File: config.mk
export PLATFORM = sky130hd
export DESIGN_NAME = laser_req_window_det
export DESIGN_NICKNAME = d
export VERILOG_FILES = /design/src/rtl/laser_req_pkg.sv /design/src/rtl/laser_req_chan.sv /design/src/rtl/laser_req_window_det.sv
export SDC_FILE = /design/constraint.sdc
export NUM_CORES = 1
export LEC_CHECK = 0
export BUFFER_PORTS_ARGS = -buffer_cell sky130_fd_sc_hd__buf_2
export CORE_ASPECT_RATIO = 0.9
export CORE_MARGIN = 8
export CORE_UTILIZATION = 45
export CTS_BUF_LIST = sky130_fd_sc_hd__clkbuf_8
export DETAILED_ROUTE_END_ITERATION = 8
export MAX_ROUTING_LAYER = met4
export PLACE_DENSITY_LB_ADDON = 0.25
export SLEW_MARGIN = 20
export SYNTH_ARGS = -nofsm -noshare
export SYNTH_HDL_FRONTEND = slang
export SYNTH_HIERARCHICAL = 1
export SYNTH_SLANG_ARGS = --single-unit
File: constraint.sdc
create_clock -name clk_in -period 2.38 [get_ports clk_in]
set_input_delay 0.595 -clock clk_in [delete_from_list [all_inputs] [get_ports clk_in]]
set_output_delay 0.595 -clock clk_in [all_outputs]
set_load 0.01 [all_outputs]
File: src/rtl/laser_req_pkg.sv
// Shared encodings and default timing constants for the windowed laser request detector.
package laser_req_pkg;

    localparam logic [1:0] ST_IDLE   = 2'd0;
    localparam logic [1:0] ST_ARM    = 2'd1;
    localparam logic [1:0] ST_ON     = 2'd2;
    localparam logic [1:0] ST_DISARM = 2'd3;

    localparam int DEF_WIN_CYC = 9600000;
    localparam int DEF_OFF_THD = 4800;
    localparam int DEF_WIN_W   = 24;
    localparam int DEF_THD_W   = 16;
    localparam int DEF_CONFIRM = 2;

    // DISARM still reports a request: it is ON waiting for confirmation to drop.
    function automatic logic state_is_req(input logic [1:0] st);
        return (st == ST_ON) || (st == ST_DISARM);
    endfunction

endpackage

File: src/rtl/laser_req_chan.sv
// One switch channel: synchroniser, per-window inactive counter, hysteresis FSM and edge pulses.
module laser_req_chan
    import laser_req_pkg::*;
#(
    parameter int OFF_THD = DEF_OFF_THD,
    parameter int THD_W   = DEF_THD_W,
    parameter int CONFIRM = DEF_CONFIRM
) (
    input  logic clk_in,
    input  logic rst_i,
    input  logic sw,
    input  logic en,
    input  logic mode,
    input  logic clr,
    input  logic tick,
    output logic req,
    output logic rise,
    output logic fall
);

    localparam logic [THD_W-1:0] OFF_LIM  = THD_W'(OFF_THD);
    localparam logic [3:0]       CONF_LIM = 4'(CONFIRM);

    logic [1:0]       sync_r;
    logic [THD_W-1:0] off_cnt_r;
    logic [THD_W-1:0] off_inc_s;
    logic [THD_W-1:0] off_nxt_s;
    logic [1:0]       state_r;
    logic [1:0]       state_nxt_s;
    logic [3:0]       conf_r;
    logic [3:0]       conf_nxt_s;
    logic [3:0]       conf_inc_s;
    logic             inactive_s;
    logic             req_nxt_s;

    // Next-state: the tick-cycle sample is folded into the grade; clear/disable override the grade.
    always_comb begin
        off_inc_s   = off_cnt_r;
        conf_inc_s  = conf_r + 4'd1;
        state_nxt_s = state_r;
        conf_nxt_s  = conf_r;
        off_nxt_s   = off_cnt_r;
        if (sync_r[1] && (off_cnt_r != OFF_LIM)) begin
            off_inc_s = off_cnt_r + {{(THD_W-1){1'b0}}, 1'b1};
        end else begin
            off_inc_s = off_cnt_r;
        end
        inactive_s = (off_inc_s >= OFF_LIM);
        if (clr || !en) begin
            state_nxt_s = ST_IDLE;
            conf_nxt_s  = 4'd0;
            off_nxt_s   = {THD_W{1'b0}};
        end else if (tick) begin
            off_nxt_s = {THD_W{1'b0}};
            case (state_r)
                ST_IDLE: begin
                    if (!inactive_s) begin
                        state_nxt_s = (CONF_LIM == 4'd1) ? ST_ON : ST_ARM;
                        conf_nxt_s  = (CONF_LIM == 4'd1) ? 4'd0 : 4'd1;
                    end else begin
                        state_nxt_s = ST_IDLE;
                    end
                end
                ST_ARM: begin
                    if (inactive_s) begin
                        state_nxt_s = ST_IDLE;
                        conf_nxt_s  = 4'd0;
                    end else if (conf_inc_s >= CONF_LIM) begin
                        state_nxt_s = ST_ON;
                        conf_nxt_s  = 4'd0;
                    end else begin
                        conf_nxt_s = conf_inc_s;
                    end
                end
                ST_ON: begin
                    if (inactive_s && !mode) begin
                        state_nxt_s = (CONF_LIM == 4'd1) ? ST_IDLE : ST_DISARM;
                        conf_nxt_s  = (CONF_LIM == 4'd1) ? 4'd0 : 4'd1;
                    end else begin
                        state_nxt_s = ST_ON;
                    end
                end
                ST_DISARM: begin
                    if (!inactive_s) begin
                        state_nxt_s = ST_ON;
                        conf_nxt_s  = 4'd0;
                    end else if (conf_inc_s >= CONF_LIM) begin
                        state_nxt_s = ST_IDLE;
                        conf_nxt_s  = 4'd0;
                    end else begin
                        conf_nxt_s = conf_inc_s;
                    end
                end
                default: begin
                    state_nxt_s = ST_IDLE;
                    conf_nxt_s  = 4'd0;
                end
            endcase
        end else begin
            off_nxt_s = off_inc_s;
        end
        req_nxt_s = state_is_req(state_nxt_s);
    end

    // State, counters, synchroniser and registered request/edge outputs.
    always_ff @(posedge clk_in or posedge rst_i) begin
        if (rst_i) begin
            sync_r    <= 2'b00;
            off_cnt_r <= {THD_W{1'b0}};
            state_r   <= ST_IDLE;
            conf_r    <= 4'd0;
            req       <= 1'b0;
            rise      <= 1'b0;
            fall      <= 1'b0;
        end else begin
            sync_r    <= {sync_r[0], sw};
            off_cnt_r <= off_nxt_s;
            state_r   <= state_nxt_s;
            conf_r    <= conf_nxt_s;
            req       <= req_nxt_s;
            rise      <= req_nxt_s & ~req;
            fall      <= ~req_nxt_s & req;
        end
    end

endmodule

File: src/rtl/laser_req_window_det.sv
// Multi-channel window-qualified switch request detector; owns the shared window timer.
module laser_req_window_det
    import laser_req_pkg::*;
#(
    parameter int NCH     = 4,
    parameter int WIN_CYC = DEF_WIN_CYC,
    parameter int OFF_THD = DEF_OFF_THD,
    parameter int WIN_W   = DEF_WIN_W,
    parameter int THD_W   = DEF_THD_W,
    parameter int CONFIRM = DEF_CONFIRM
) (
    input  logic           clk_in,
    input  logic           rst_i,
    input  logic [NCH-1:0] sw_in,
    input  logic [NCH-1:0] en_i,
    input  logic [NCH-1:0] mode_i,
    input  logic [NCH-1:0] clr_i,
    output logic [NCH-1:0] req_o,
    output logic [NCH-1:0] rise_o,
    output logic [NCH-1:0] fall_o,
    output logic           win_tick_o
);

    localparam logic [WIN_W-1:0] LAST = WIN_W'(WIN_CYC - 1);

    logic [WIN_W-1:0] timer_r;
    logic [WIN_W-1:0] timer_nxt_s;

    // Timer wrap; the tick register is precomputed so it is high exactly while timer_r == LAST.
    always_comb begin
        if (timer_r == LAST) begin
            timer_nxt_s = {WIN_W{1'b0}};
        end else begin
            timer_nxt_s = timer_r + {{(WIN_W-1){1'b0}}, 1'b1};
        end
    end

    // Shared window timer and tick; never affected by per-channel clear/enable.
    always_ff @(posedge clk_in or posedge rst_i) begin
        if (rst_i) begin
            timer_r    <= {WIN_W{1'b0}};
            win_tick_o <= 1'b0;
        end else begin
            timer_r    <= timer_nxt_s;
            win_tick_o <= (timer_nxt_s == LAST);
        end
    end

    for (genvar g = 0; g < NCH; g++) begin : g_chan
        laser_req_chan #(
            .OFF_THD (OFF_THD),
            .THD_W   (THD_W),
            .CONFIRM (CONFIRM)
        ) u_chan (
            .clk_in (clk_in),
            .rst_i  (rst_i),
            .sw     (sw_in[g]),
            .en     (en_i[g]),
            .mode   (mode_i[g]),
            .clr    (clr_i[g]),
            .tick   (win_tick_o),
            .req    (req_o[g]),
            .rise   (rise_o[g]),
            .fall   (fall_o[g])
        );
    end

endmodule

==> impl_metrics.ini, run 1 <==
[outcome]
status = finished, final reports clean

[cells_and_area]
fin_util = 0.532
area_delta_synth_final_pct = 16.2
diodes = 0
num-fill-cells = 1544
seq_area_um2 = 3330
finalNetCount = 904
multi_input_area_um2 = 4220
drive_above_1_share = 0.226

[power]
total_power_mw = 4.44
clock_power_share = 0.454
power_frac_comb = 0.033
leakagePower_nw = 4.03
vdd_ir_drop_max_mv = 0.319
p_int_mw = 3.49
p_sw_frac = 0.214
powerDensity_nw_per_um2 = 498
pwr-share-seq = 0.513
p_switching_mw = 0.950

[route]
viasPerCell = 5.27
drc_errors = 0
vias = 5755
ant_nets = 0
drt_first_pass_iters = 4
wire_per_inst_um = 14.0
initialDrtViolationCount = 295
routed_wl_um = 15300

[placement]
gp_congestion = 0.845
port_buffers = 30
dpl_worst_slack_ns = -0.0296
hpwlAfterDp_um = 10900

[timing]
rsz0062_at_grt = yes
final.setup.worst_slack_ns = 0.0684
tightest_slew_ns = 0.443
fin_skew_ns = 0.0132
max-slew-margin-rel = 0.704
slew_violations = 0
final-hold-violation-count = 0
timing.final.crit_share = 0.971
setup_tns_ns = 0
setup-violations-final = 0
fmax_mhz = 433
period_minus_slack_ns = 2.31

[critical_path]
crit_required_ns = 2.71
r2r_end = g_chan[0].u_chan/fall$_DFF_PP0_
cp.arrival_ns = 2.64
rr_worst_depth = 9
worstSetupPathType = reg2reg
critPathCaptureType = flip-flop
ff2ff_setup_slack_ns = 0.07
worstReg2RegStart = g_chan[0].u_chan/off_cnt_r[0]$_DFF_PP0_
crit_fanout = 6
start_kind = flip-flop

[floorplanning]
core_region_area_um2 = 16800
die_y_um = 140
io_pins = 31
rows = 45
die_w_um = 154
initial_core_util = 0.458
dieArea_um2 = 21500

[clocking]
cts_hold_buffers = 0
path_clk_slew_ns = 0.08
cts_tree = yes
numCtsBuffers = 17
cts.htree.levels = 4
cts_buffer_depth = 2
clock_latency_ns = 0.44
clock-root-buffer = clkbuf_8
cts_sinks = 133

[global_route]
grt_pass1_wl_um = 26700
grt_max_degree = 28
antenna_found_initial = 0
grt_pass1_vias = 5692
track_usage = 0.152
overflow = 0

[yosys]
synth_area_per_cell_um2 = 9.62
syn_nets = 834
async_reset_ff_frac = 1.00
yosysWarnings = 6
yosysMostFrequentCell = dfrtp_1
yosysTopAreaCell = dfrtp_1
synth_common_cells = 133 x dfrtp_1, 130 x nor2_1, 49 x nand2_1
synth_top_area_share = 0.433
syn-instance-count = 799
synth_cell_type_count = 65
synth_seq_area_share = 0.433
ys_seq_elements = 133
yosys-top-cells-area = dfrtp_1 43%, nor2_1 6.4%, xnor2_1 5.1%
netlist_area_um2 = 7680
synth_edf_count = 0
synthFlopType = dfrtp_1

[worst_hold_path]
hold_class = in2async

[flow_run]
cap_violations = 0
-- final cells by class --
cell class,count,share of cell area
Timing Repair Buffer,80,0.0603
Clock buffer,19,0.0293
Clock inverter,11,0.0178
Sequential cell,133,0.373
Tap cell,211,0.0296
Inverter,42,0.0177
Multi-Input combinational cell,595,0.472
-- state kept, by name (all words and copies together), names as in the netlist --
register	cells
g_chan.u_chan/req	4
g_chan.u_chan/off_cnt_r	64
g_chan.u_chan/conf_r	16
g_chan.u_chan/sync_r	8
g_chan.u_chan/rise	4
win_tick_o	1
timer_r	24
g_chan.u_chan/state_r	8
g_chan.u_chan/fall	4
-- worst max path at each step --
stage	from	endpoint	slack [ns]	depth (start not counted)
detailed placement	g_chan[0].u_chan/off_cnt_r[1]$_DFF_PP0_	g_chan[0].u_chan/fall$_DFF_PP0_	-0.03	9
CTS	g_chan[0].u_chan/off_cnt_r[0]$_DFF_PP0_	g_chan[0].u_chan/fall$_DFF_PP0_	0.02	9
floorplan	g_chan[0].u_chan/off_cnt_r[1]$_DFF_PP0_	g_chan[0].u_chan/fall$_DFF_PP0_	0.006	10
global placement	g_chan[0].u_chan/off_cnt_r[1]$_DFF_PP0_	g_chan[0].u_chan/fall$_DFF_PP0_	0.02	9
global route	g_chan[0].u_chan/off_cnt_r[0]$_DFF_PP0_	g_chan[0].u_chan/fall$_DFF_PP0_	-0.03	9
finish	g_chan[0].u_chan/off_cnt_r[0]$_DFF_PP0_	g_chan[0].u_chan/fall$_DFF_PP0_	0.07	9
-- metrics by stage --
stage          std cells  instance area (um2)  hold WS (ns)
5_1_grt             1091                 8930         0.104
3_5_place_dp        1058                 8330         0.336
2_1_floorplan        799                 7710         0.331
4_1_cts             1089                 8770        0.0951
3_3_place_gp        1058                 8330         0.332
6_report            1091                 8930         0.126
-- placed cells by master (no fill, tap or decap), types with 6 or more instances in the layout --
| master | Yosys | layout |
|---|---|---|
| xor2_1 | 45 | 45 |
| nor3_1 | 16 | 16 |
| o21ai_0 | 12 | 12 |
| inv_1 | 42 | 43 |
| clkbuf_8 | 0 | 19 |
| buf_2 | 7 | 30 |
| nand3_2 | 6 | 7 |
| nand2_1 | 49 | 48 |
| a21bo_2 | 6 | 6 |
| o21ai_1 | 6 | 6 |
| and3_1 | 13 | 11 |
| xnor2_1 | 45 | 44 |
| nor2b_1 | 13 | 13 |
| ha_1 | 17 | 16 |
| mux2i_1 | 8 | 6 |
| nand2b_1 | 10 | 10 |
| nor4_2 | 9 | 7 |
| nand3_1 | 25 | 22 |
| dfrtp_1 | 133 | 132 |
| nor4_4 | 5 | 8 |
| o211ai_1 | 7 | 7 |
| a21boi_2 | 6 | 6 |
| buf_4 | 0 | 49 |
| a21oi_1 | 15 | 14 |
| or3_1 | 8 | 8 |
| nor2_1 | 130 | 130 |
| nand4_1 | 33 | 33 |
-- power by group through the flow --
stage / logic, mW / registers, mW / clock network, mW
4_1_cts: 0.150 / 2.28 / 2.09
3_5_place_dp: 0.149 / 2.32 / 0
6_report: 0.146 / 2.28 / 2.02
5_1_grt: 0.170 / 2.28 / 2.19
2_1_floorplan: 0.0821 / 2.32 / 0
3_3_place_gp: 0.145 / 2.32 / 0
-- layer usage --
metal / up-vias / share of wire / track usage
li1: 2925 / - / -
met1: 2761 / 0.49 / 0.193
met2: 58 / 0.46 / 0.235
met3: 11 / 0.032 / 0.0397
met4: 0 / 0.011 / 0.0469
met5: - / 0 / -
-- worst max-delay path: stages (launching register included) --
cell and delay, ns:
dfrtp_1 0.40, ha_2 0.19, and3_4 0.20, and2_4 0.19, and2_4 0.17, xnor2_2 0.14
o21ba_4 0.17, or4_1 0.39, a21o_1 0.20, and2_1 0.16
-- cell families (layout without fill, tap and decap cells) --
| family | count (synthesis) | in the layout | synth area share |
|---|---|---|---|
| simple gates | 374 | 374 | 0.280 |
| flops | 133 | 133 | 0.433 |
| buf+inv | 71 | 152 | 0.0417 |
| compound gates | 106 | 106 | 0.105 |
| mux | 8 | 8 | 0.0104 |
| fa+ha+maj | 17 | 17 | 0.0277 |
| xor+xnor | 90 | 90 | 0.103 |
-- timing repair --
action                                  4_1_cts  5_1_grt
endpoints found under the setup margin        2       29
buffers inserted                              1        2
pin swaps                                     1        7
gates resized for setup                       2       27
Power figures use the tool's default switching activity.
==> run 2: changes to the inputs <==
==> constraint.sdc (replaced) <==
create_clock -name clk_in -period 2.55 [get_ports clk_in]
set_input_delay 0.6375 -clock clk_in [delete_from_list [all_inputs] [get_ports clk_in]]
set_output_delay 0.6375 -clock clk_in [all_outputs]
set_load 0.01 [all_outputs]
==> impl_metrics.ini, run 2 (synthesis gave the netlist of run 1 again) <==
[outcome]
status = finished, final reports clean

[power]
pwr-share-seq = 0.518
clock_power_share = 0.449
power_frac_comb = 0.033
p_int_mw = 3.17
vdd_ir_drop_max_mv = 0.284
leakagePower_nw = 3.85
p_switching_mw = 0.933
p_sw_frac = 0.227
powerDensity_nw_per_um2 = 477

[placement]
hpwlAfterDp_um = 10500
gp_congestion = 0.842
port_buffers = 30
dpl_worst_slack_ns = 0.0580

[floorplanning]
dieArea_um2 = 21500
core_region_area_um2 = 16800
die_y_um = 140
initial_core_util = 0.458
die_w_um = 154
rows = 45
io_pins = 31

[clocking]
cts_tree = yes
clock-root-buffer = clkbuf_8
cts.htree.levels = 4
path_clk_slew_ns = 0.08
clock_latency_ns = 0.45
cts_sinks = 133
numCtsBuffers = 17
cts_buffer_depth = 2

[timing]
setup-violations-final = 0
tightest_slew_ns = 0.668
max-slew-margin-rel = 0.555
fin_skew_ns = 0.00994
period_minus_slack_ns = 2.49
timing.hold.ws_ns = 0.278
rsz0062_at_grt = yes
final-hold-violation-count = 0
slew_violations = 0
fmax_mhz = 402
final.setup.worst_slack_ns = 0.0631
timing.final.crit_share = 0.975

[cells_and_area]
fin_util = 0.513
seq_area_um2 = 3330
area_delta_synth_final_pct = 12.1
finalNetCount = 885
multi_input_area_um2 = 4060
largest_reg_flops = 64
top_regs = g_chan.u_chan/off_cnt_r: 64 flops, timer_r: 24 flops, g_chan.u_chan/conf_r: 16 flops
diodes = 0
mostFrequentLayoutCell = dfrtp_1
drive_above_1_share = 0.187
top_register = g_chan.u_chan/off_cnt_r
most-common-layout-cells = 133 x dfrtp_1, 130 x nor2_1, 48 x nand2_1
num-fill-cells = 1575

[critical_path]
worstReg2RegStart = g_chan[0].u_chan/off_cnt_r[0]$_DFF_PP0_
cp.arrival_ns = 2.83
ff2ff_setup_slack_ns = 0.06
crit_slowest_cell = or4_1
crit_fanout = 6
path_cells = ha_1, and3_1, and2_4, o31ai_1, o31ai_1, o21ba_2, or4_1, a21o_1, and2_1
critPathCaptureType = flip-flop
startpoint = g_chan[0].u_chan/off_cnt_r[0]$_DFF_PP0_
r2r_end = g_chan[0].u_chan/fall$_DFF_PP0_
crit_top_cell = o31ai_1
rr_worst_depth = 9
cpPeakStageDelay_ns = 0.41
crit_required_ns = 2.89
start_kind = flip-flop
worstSetupPathType = reg2reg

[global_route]
grt_pass1_vias = 5544
use_met2 = 0.232
track_usage = 0.150
grt_pass1_wl_um = 26300
overflow = 0
grt_max_degree = 28
met1_usage = 0.189
grtUsageMet3 = 0.0412
antenna_found_initial = 0
top_usage_layer = met2

[route]
vias = 5688
drt_first_pass_iters = 5
drc_errors = 0
initialDrtViolationCount = 258
wire_per_inst_um = 13.9
viasPerCell = 5.30
routed_wl_um = 14900
ant_nets = 0

[flow_run]
cap_violations = 0

[worst_hold_path]
hold_class = in2async
==> run 2: metal layers <==
metal  vias up  part of all wire
li1       2887                 -
met1      2728              0.49
met2        57              0.46
met3        16             0.035
met4         0             0.017
met5         -                 0
==> run 2: stage by stage <==
step	instance area [um2]	TNS, ns	instances	total power [mW]
after floorplan	7680	0	799	2.25
after global placement	8160	0	1041	2.31
after detailed placement	8160	0	1041	2.31
after CTS	8580	0	1073	4.17
after global routing	8610	-0.0175	1074	4.27
final	8610	0	1074	4.11
==> run 2: repair_timing <==
item	4_1_cts	5_1_grt
setup endpoints to repair	0	3
resized for setup	0	6
hold buffers	0	0
setup buffers	0	1
hold endpoints to repair	0	0
==> run 2: critical path, delay by kind of cell (launching register included) <==
family	cells	cell delay, ns
compound gates	4	0.77
fa+ha+maj	1	0.21
flops	1	0.40
simple gates	4	0.99
==> run 2: layout make-up <==
cell class                 count  area share
clock buffer                  19      0.0304
multi-input combinational    595       0.471
tap                          211      0.0307
clock inverter                13      0.0183
inverter                      42      0.0183
sequential                   133       0.386
timing repair buffer          61      0.0445
==> run 2: worst max-delay path by stage <==
stage | end | slack (ns) | depth (start not counted)
floorplan | g_chan[0].u_chan/fall$_DFF_PP0_ | 0.13 | 10
global placement | g_chan[0].u_chan/fall$_DFF_PP0_ | 0.10 | 9
detailed placement | g_chan[0].u_chan/fall$_DFF_PP0_ | 0.06 | 9
CTS | g_chan[0].u_chan/fall$_DFF_PP0_ | 0.04 | 9
global route | g_chan[0].u_chan/fall$_DFF_PP0_ | -0.02 | 9
finish | g_chan[0].u_chan/fall$_DFF_PP0_ | 0.06 | 9
==> run 2: power groups by stage <==
stage | Clock [mW] | Combinational (mW) | Sequential, mW
2_1_floorplan | 0 | 0.0766 | 2.17
3_3_place_gp | 0 | 0.138 | 2.17
3_5_place_dp | 0 | 0.139 | 2.17
4_1_cts | 1.91 | 0.140 | 2.13
5_1_grt | 1.99 | 0.158 | 2.13
6_report | 1.85 | 0.135 | 2.13
